<file path="src/rtl/pir_input_conditioner.sv">
// Synchronises, warm-up-gates and debounces three raw PIR pins; emits rate-limited motion events.
// Optional event counter with count_clear enabled by defining PIR_EVENT_COUNT_EN.
module pir_input_conditioner #(
   parameter int unsigned DEBOUNCE_CYCLES = 16,
   parameter int unsigned WARMUP_CYCLES   = 1000,
   parameter int unsigned HOLDOFF_CYCLES  = 50
) (
   input  logic       clk,
   input  logic       rst_n,
   input  logic       pir_raw_1,
   input  logic       pir_raw_2,
   input  logic       pir_raw_3,
   output logic       pir_sensor_1,
   output logic       pir_sensor_2,
   output logic       pir_sensor_3,
   output logic       sensors_ready,
   output logic       motion_event,
   output logic [2:0] motion_mask
`ifdef PIR_EVENT_COUNT_EN
   ,
   input  logic        count_clear,
   output logic [15:0] event_count
`endif
);

   localparam int unsigned DW = $clog2(DEBOUNCE_CYCLES) + 1;
   localparam int unsigned WW = $clog2(WARMUP_CYCLES) + 1;
   localparam int unsigned HW = $clog2(HOLDOFF_CYCLES) + 1;

   localparam logic [DW-1:0] DebLast  = DW'(DEBOUNCE_CYCLES - 1);
   localparam logic [WW-1:0] WarmLast = WW'(WARMUP_CYCLES - 1);
   localparam logic [HW-1:0] HoldLoad = HW'(HOLDOFF_CYCLES);

   typedef enum logic {StWarmup, StArmed} state_e;

   state_e               state_q, state_d;
   logic [WW-1:0]        warm_q, warm_d;
   logic                 ready_q, ready_d;
   logic [2:0]           sync1_q, sync_q;
   logic [2:0]           clean_q, clean_d;
   logic [2:0][DW-1:0]   deb_q, deb_d;
   logic [HW-1:0]        hold_q, hold_d;
   logic                 event_q, event_d;
   logic [2:0]           mask_q, mask_d;
   logic [2:0]           rise;
   logic [2:0]           raw;

   assign raw = {pir_raw_3, pir_raw_2, pir_raw_1};

   always_ff @(posedge clk or negedge rst_n) begin
      if (!rst_n) begin
         sync1_q <= '0;
         sync_q  <= '0;
      end else begin
         sync1_q <= raw;
         sync_q  <= sync1_q;
      end
   end

   // Warm-up sequencing and per-channel debounce
   always_comb begin
      state_d = state_q;
      warm_d  = warm_q;
      ready_d = ready_q;
      clean_d = clean_q;
      deb_d   = deb_q;
      case (state_q)
         StWarmup: begin
            clean_d = '0;
            deb_d   = '0;
            if (warm_q == WarmLast) begin
               state_d = StArmed;
               warm_d  = '0;
               ready_d = 1'b1;
            end else begin
               warm_d = warm_q + WW'(1);
            end
         end
         StArmed: begin
            for (int i = 0; i < 3; i++) begin
               if (sync_q[i] == clean_q[i]) begin
                  deb_d[i] = '0;
               end else if (deb_q[i] == DebLast) begin
                  clean_d[i] = sync_q[i];
                  deb_d[i]   = '0;
               end else begin
                  deb_d[i] = deb_q[i] + DW'(1);
               end
            end
         end
         default: state_d = StWarmup;
      endcase
   end

   assign rise = clean_d & ~clean_q;

   // Rises while hold-off is running are dropped without reloading it
   always_comb begin
      event_d = 1'b0;
      mask_d  = '0;
      hold_d  = hold_q;
      if ((|rise) && (hold_q == '0)) begin
         event_d = 1'b1;
         mask_d  = rise;
         hold_d  = HoldLoad;
      end else if (hold_q != '0) begin
         hold_d = hold_q - HW'(1);
      end
   end

   always_ff @(posedge clk or negedge rst_n) begin
      if (!rst_n) begin
         state_q <= StWarmup;
         warm_q  <= '0;
         ready_q <= 1'b0;
         clean_q <= '0;
         deb_q   <= '0;
         hold_q  <= '0;
         event_q <= 1'b0;
         mask_q  <= '0;
      end else begin
         state_q <= state_d;
         warm_q  <= warm_d;
         ready_q <= ready_d;
         clean_q <= clean_d;
         deb_q   <= deb_d;
         hold_q  <= hold_d;
         event_q <= event_d;
         mask_q  <= mask_d;
      end
   end

   assign pir_sensor_1  = clean_q[0];
   assign pir_sensor_2  = clean_q[1];
   assign pir_sensor_3  = clean_q[2];
   assign sensors_ready = ready_q;
   assign motion_event  = event_q;
   assign motion_mask   = mask_q;

`ifdef PIR_EVENT_COUNT_EN
   logic [15:0] count_q;

   always_ff @(posedge clk or negedge rst_n) begin
      if (!rst_n) begin
         count_q <= '0;
      end else if (count_clear) begin
         count_q <= '0;
      end else if (event_q && (count_q != 16'hFFFF)) begin
         count_q <= count_q + 16'd1;
      end
   end

   assign event_count = count_q;
`endif

endmodule

</file>
<file path="config.mk">
export PLATFORM = sky130hd
export DESIGN_NAME = pir_input_conditioner
export DESIGN_NICKNAME = d
export VERILOG_FILES = /design/src/rtl/pir_input_conditioner.sv
export SDC_FILE = /design/constraint.sdc
export NUM_CORES = 1
export LEC_CHECK = 0
export ABC_AREA = 1
export CORE_MARGIN = 2
export CORE_UTILIZATION = 50
export CTS_CLUSTER_DIAMETER = 200
export DETAILED_ROUTE_END_ITERATION = 16
export PLACE_DENSITY = 0.69
export SYNTH_ARGS = -nofsm -noshare
export SYNTH_HDL_FRONTEND = slang
export SYNTH_SLANG_ARGS = --single-unit
</file>
<file path="constraint.sdc">
create_clock -name clk -period 4.67 [get_ports clk]
set_clock_uncertainty 0.15 [all_clocks]
set_input_delay 0.934 -clock clk [delete_from_list [all_inputs] [get_ports clk]]
set_output_delay 0.934 -clock clk [all_outputs]
set_load 0.1 [all_outputs]
</file>
==> flow_metrics.py <==
metrics = {
    "global_routing": {
        "grtUsageMet3_pct": 4.39,
        "grt.total_usage_pct": 15.2,
        "grt_pass1_wl_mm": 5.85,
        "met2_usage_pct": 25.2,
        "antenna_found_initial": 0,
        "grt_pass1_vias": 1388,
        "top_usage_layer": "met2",
        "grt_max_degree": 49,
        "use_met1_pct": 18.9,
        "grt_overflow": 0,
    },
    "worst_setup_path": {
        "cp_top_family": "buffers and inverters",
        "timing.rr.start": "state_q",
        "cp.arrival_ns": 1.86,
        "critPathLaunch": "clean_q[1]",
        "timing.critical_path.to": "pir_sensor_2",
        "r2r-end": "warm_q[8]",
        "reg2reg_depth": 7,
        "cp-end-kind": "output port",
        "path_depth": 1,
        "critPathBufInv": 1,
        "crit_path_max_incr_delay_ns": 1.15,
        "crit_fanout": 4,
        "cp.required_ns": 3.59,
        "crit_slowest_cell": "clkdlybuf4s50_1",
        "regToRegSetupSlack_ns": 2.98,
        "path_cells": "clkdlybuf4s50_1",
        "critPathLaunchType": "register",
        "worstSetupPathType": "register to output port",
    },
    "final_layout": {
        "fin_nets": 252,
        "drive_gt1_share_pct": 9.13,
        "fillCellCount": 371,
        "seqCellArea_sq_um": 1200,
        "multiInputGateArea_sq_um": 776,
        "area_growth_pct": 14.1,
        "antennaDiodeCount": 0,
        "final_cells": 291,
    },
    "drt": {
        "antenna_left": 0,
        "drc": 0,
        "drt_wl_total_mm": 3.20,
        "avgViaCountPerCell": 4.90,
        "drt_first_pass_iters": 3,
        "vias": 1426,
        "wire_per_inst_um": 11.0,
        "drt_iter0_markers": 44,
    },
    "floorplan": {
        "fp.dieH_um": 69.1,
        "pin_count": 13,
        "initial_core_util_pct": 52.6,
        "num_rows": 23,
        "dieWidth_um": 69.1,
        "die-area_sq_um": 4780,
        "core-area_sq_um": 4030,
    },
    "logic_synthesis": {
        "yosysWarnings": 0,
        "synth_top_cell_by_area": "dfrtp_1",
        "synth-seq-cells": 48,
        "syn_area_sq_um": 2120,
        "synth.distinct_cells": 23,
        "synth_top_area_share_pct": 56.7,
        "synthCells": 223,
        "avgSynthCellArea_sq_um": 9.50,
        "seq_area_frac_synth_pct": 56.7,
        "synth_area_leaders": "dfrtp_1 57%, nor2_1 6.7%, inv_1 6.4%, nand2_1 4.4%, xor2_1 3.7%",
        "synth_fp_nets": 234,
    },
    "run": {
        "drv_cap": 0,
    },
    "sta": {
        "fin_crit_ns": 2.94,
        "slew_headroom_pct": 32.2,
        "finalSetupTns_ns": 0,
        "period_share_pct": 63.0,
        "worst_pin_slew_ns": 1.02,
        "finalSetupViolations": 0,
        "finalMaxSlewViolations": 0,
        "fmax_ghz": 0.340,
        "rsz0062_at_grt": "no",
        "hold_viol": 0,
    },
    "placement": {
        "io_buffers": 12,
        "place.gp.congestion": 0.774,
        "dp.final_hpwl_mm": 2.41,
        "dp_cells": 284,
    },
    "cts": {
        "htree_levels": 2,
        "root_buffer": "clkbuf_8",
        "cts_resized": 0,
        "clock-sinks": 48,
        "cts_tree": "done",
        "cts_buffer_depth": 2,
        "path_clk_slew_ns": 0.08,
        "ctsHoldBuffers": 0,
        "post-cts-setup-buffers": 0,
        "clk_latency_ns": 0.30,
        "numCtsBuffers": 5,
    },
    "pwr": {
        "ir_drop_mv": 0.186,
        "leakage_nw": 1.24,
        "p_per_area_nw_per_um2": 318,
    },
    "min_path": {
        "worstHoldPathType": "register to register",
    },
    "outcome": {
        "outcome": "complete, no violations",
    },
}
==> worst register-to-register path: cells and delay by family (launching register included) <==
| kind | cells | cell delay (ns) |
|---|---|---|
| buf+inv | 1 | 0.22 |
| compound gates | 1 | 0.10 |
| simple gates | 5 | 0.56 |
| flops | 1 | 0.56 |
==> cells in the final DEF (no fill, tap or decap), types with 6 or more instances in the layout <==
cell / count
a21oi_1: 9
clkdlybuf4s50_1: 11
dfrtp_1: 48
ha_1: 6
inv_1: 36
nand2_1: 25
nand3_1: 9
nand4_1: 7
nor2_1: 38
o21ai_0: 8
xor2_1: 9
==> power breakdown <==
group	switching, mW	internal [mW]
Sequential	0.00155	0.418
Clock	0.129	0.211
Combinational	0.00821	0.00296
==> synthesized netlist by cell type <==
cell and number:
nand3b_1 1, ha_1 6, nand2_1 25, nor3_1 4, xor2_1 9, buf_4 1
a21oi_2 1, inv_1 36, or2_1 2, nor2_2 5, xnor2_1 4, nand3_2 5
o21bai_1 1, o21ai_2 1, nand2_2 1, nor3_4 1, o21ai_0 8, o21a_1 1
nor2_1 38, nand3_1 9, a21oi_1 9, nand4_1 7, dfrtp_1 48
==> worst min-delay path by stage <==
stage / startpoint / to / slack (ns) / cells after the start
after global placement: sync1_q[1] / sync_q[1] / 0.18 / 0
after floorplan: sync1_q[0] / sync_q[0] / 0.18 / 0
after CTS: sync1_q[1] / sync_q[1] / 0.20 / 0
after global routing: sync1_q[0] / sync_q[0] / 0.22 / 0
final: sync1_q[1] / sync_q[1] / 0.20 / 0
after detailed placement: sync1_q[1] / sync_q[1] / 0.18 / 0
==> flip-flops by register name (all words and copies together) (netlist names) <==
signal	cells
warm_q	11
sensors_ready	1
motion_event	1
deb_q	15
clean_q	3
hold_q	7
motion_mask	3
sync_q	3
state_q	1
sync1_q	3
==> layout make-up <==
type / instances / area share (%)
clock buffer: 5 / 2.85
timing repair buffer: 12 / 4.76
inverter: 36 / 5.59
clock inverter: 2 / 2.48
sequential: 48 / 49.7
tap: 50 / 2.59
multi-input combinational: 138 / 32.1
==> stage by stage <==
step | power [mW] | cell area [sq um] | worst slack, ns | hold slack (ns) | util [%]
6_report | 0.770 | 2420 | 1.73 | 0.198 | 60.0
3_3_place_gp | 0.440 | 2290 | 2.06 | 0.183 | 56.8
4_1_cts | 0.783 | 2420 | 1.72 | 0.202 | 60.0
5_1_grt | 0.800 | 2420 | 1.66 | 0.216 | 60.0
3_5_place_dp | 0.440 | 2290 | 2.05 | 0.185 | 56.8
2_1_floorplan | 0.428 | 2120 | 2.65 | 0.181 | -
==> per-layer routing <==
layer	up-vias	routed length (um)
li1	734	-
met1	674	1460
met2	12	1590
met3	6	94
met4	0	63
met5	-	0
==> cell families after synthesis <==
kind of cell               synth area share (%)
and+or+nand+nor                            22.1
buffers and inverters                      6.73
adders and majority gates                  3.54
AOI/OAI and AO/OA                          5.55
DFF                                        56.7
xor gates and xnor gates                   5.37
No activity file was read; power rests on OpenSTA's default activity.
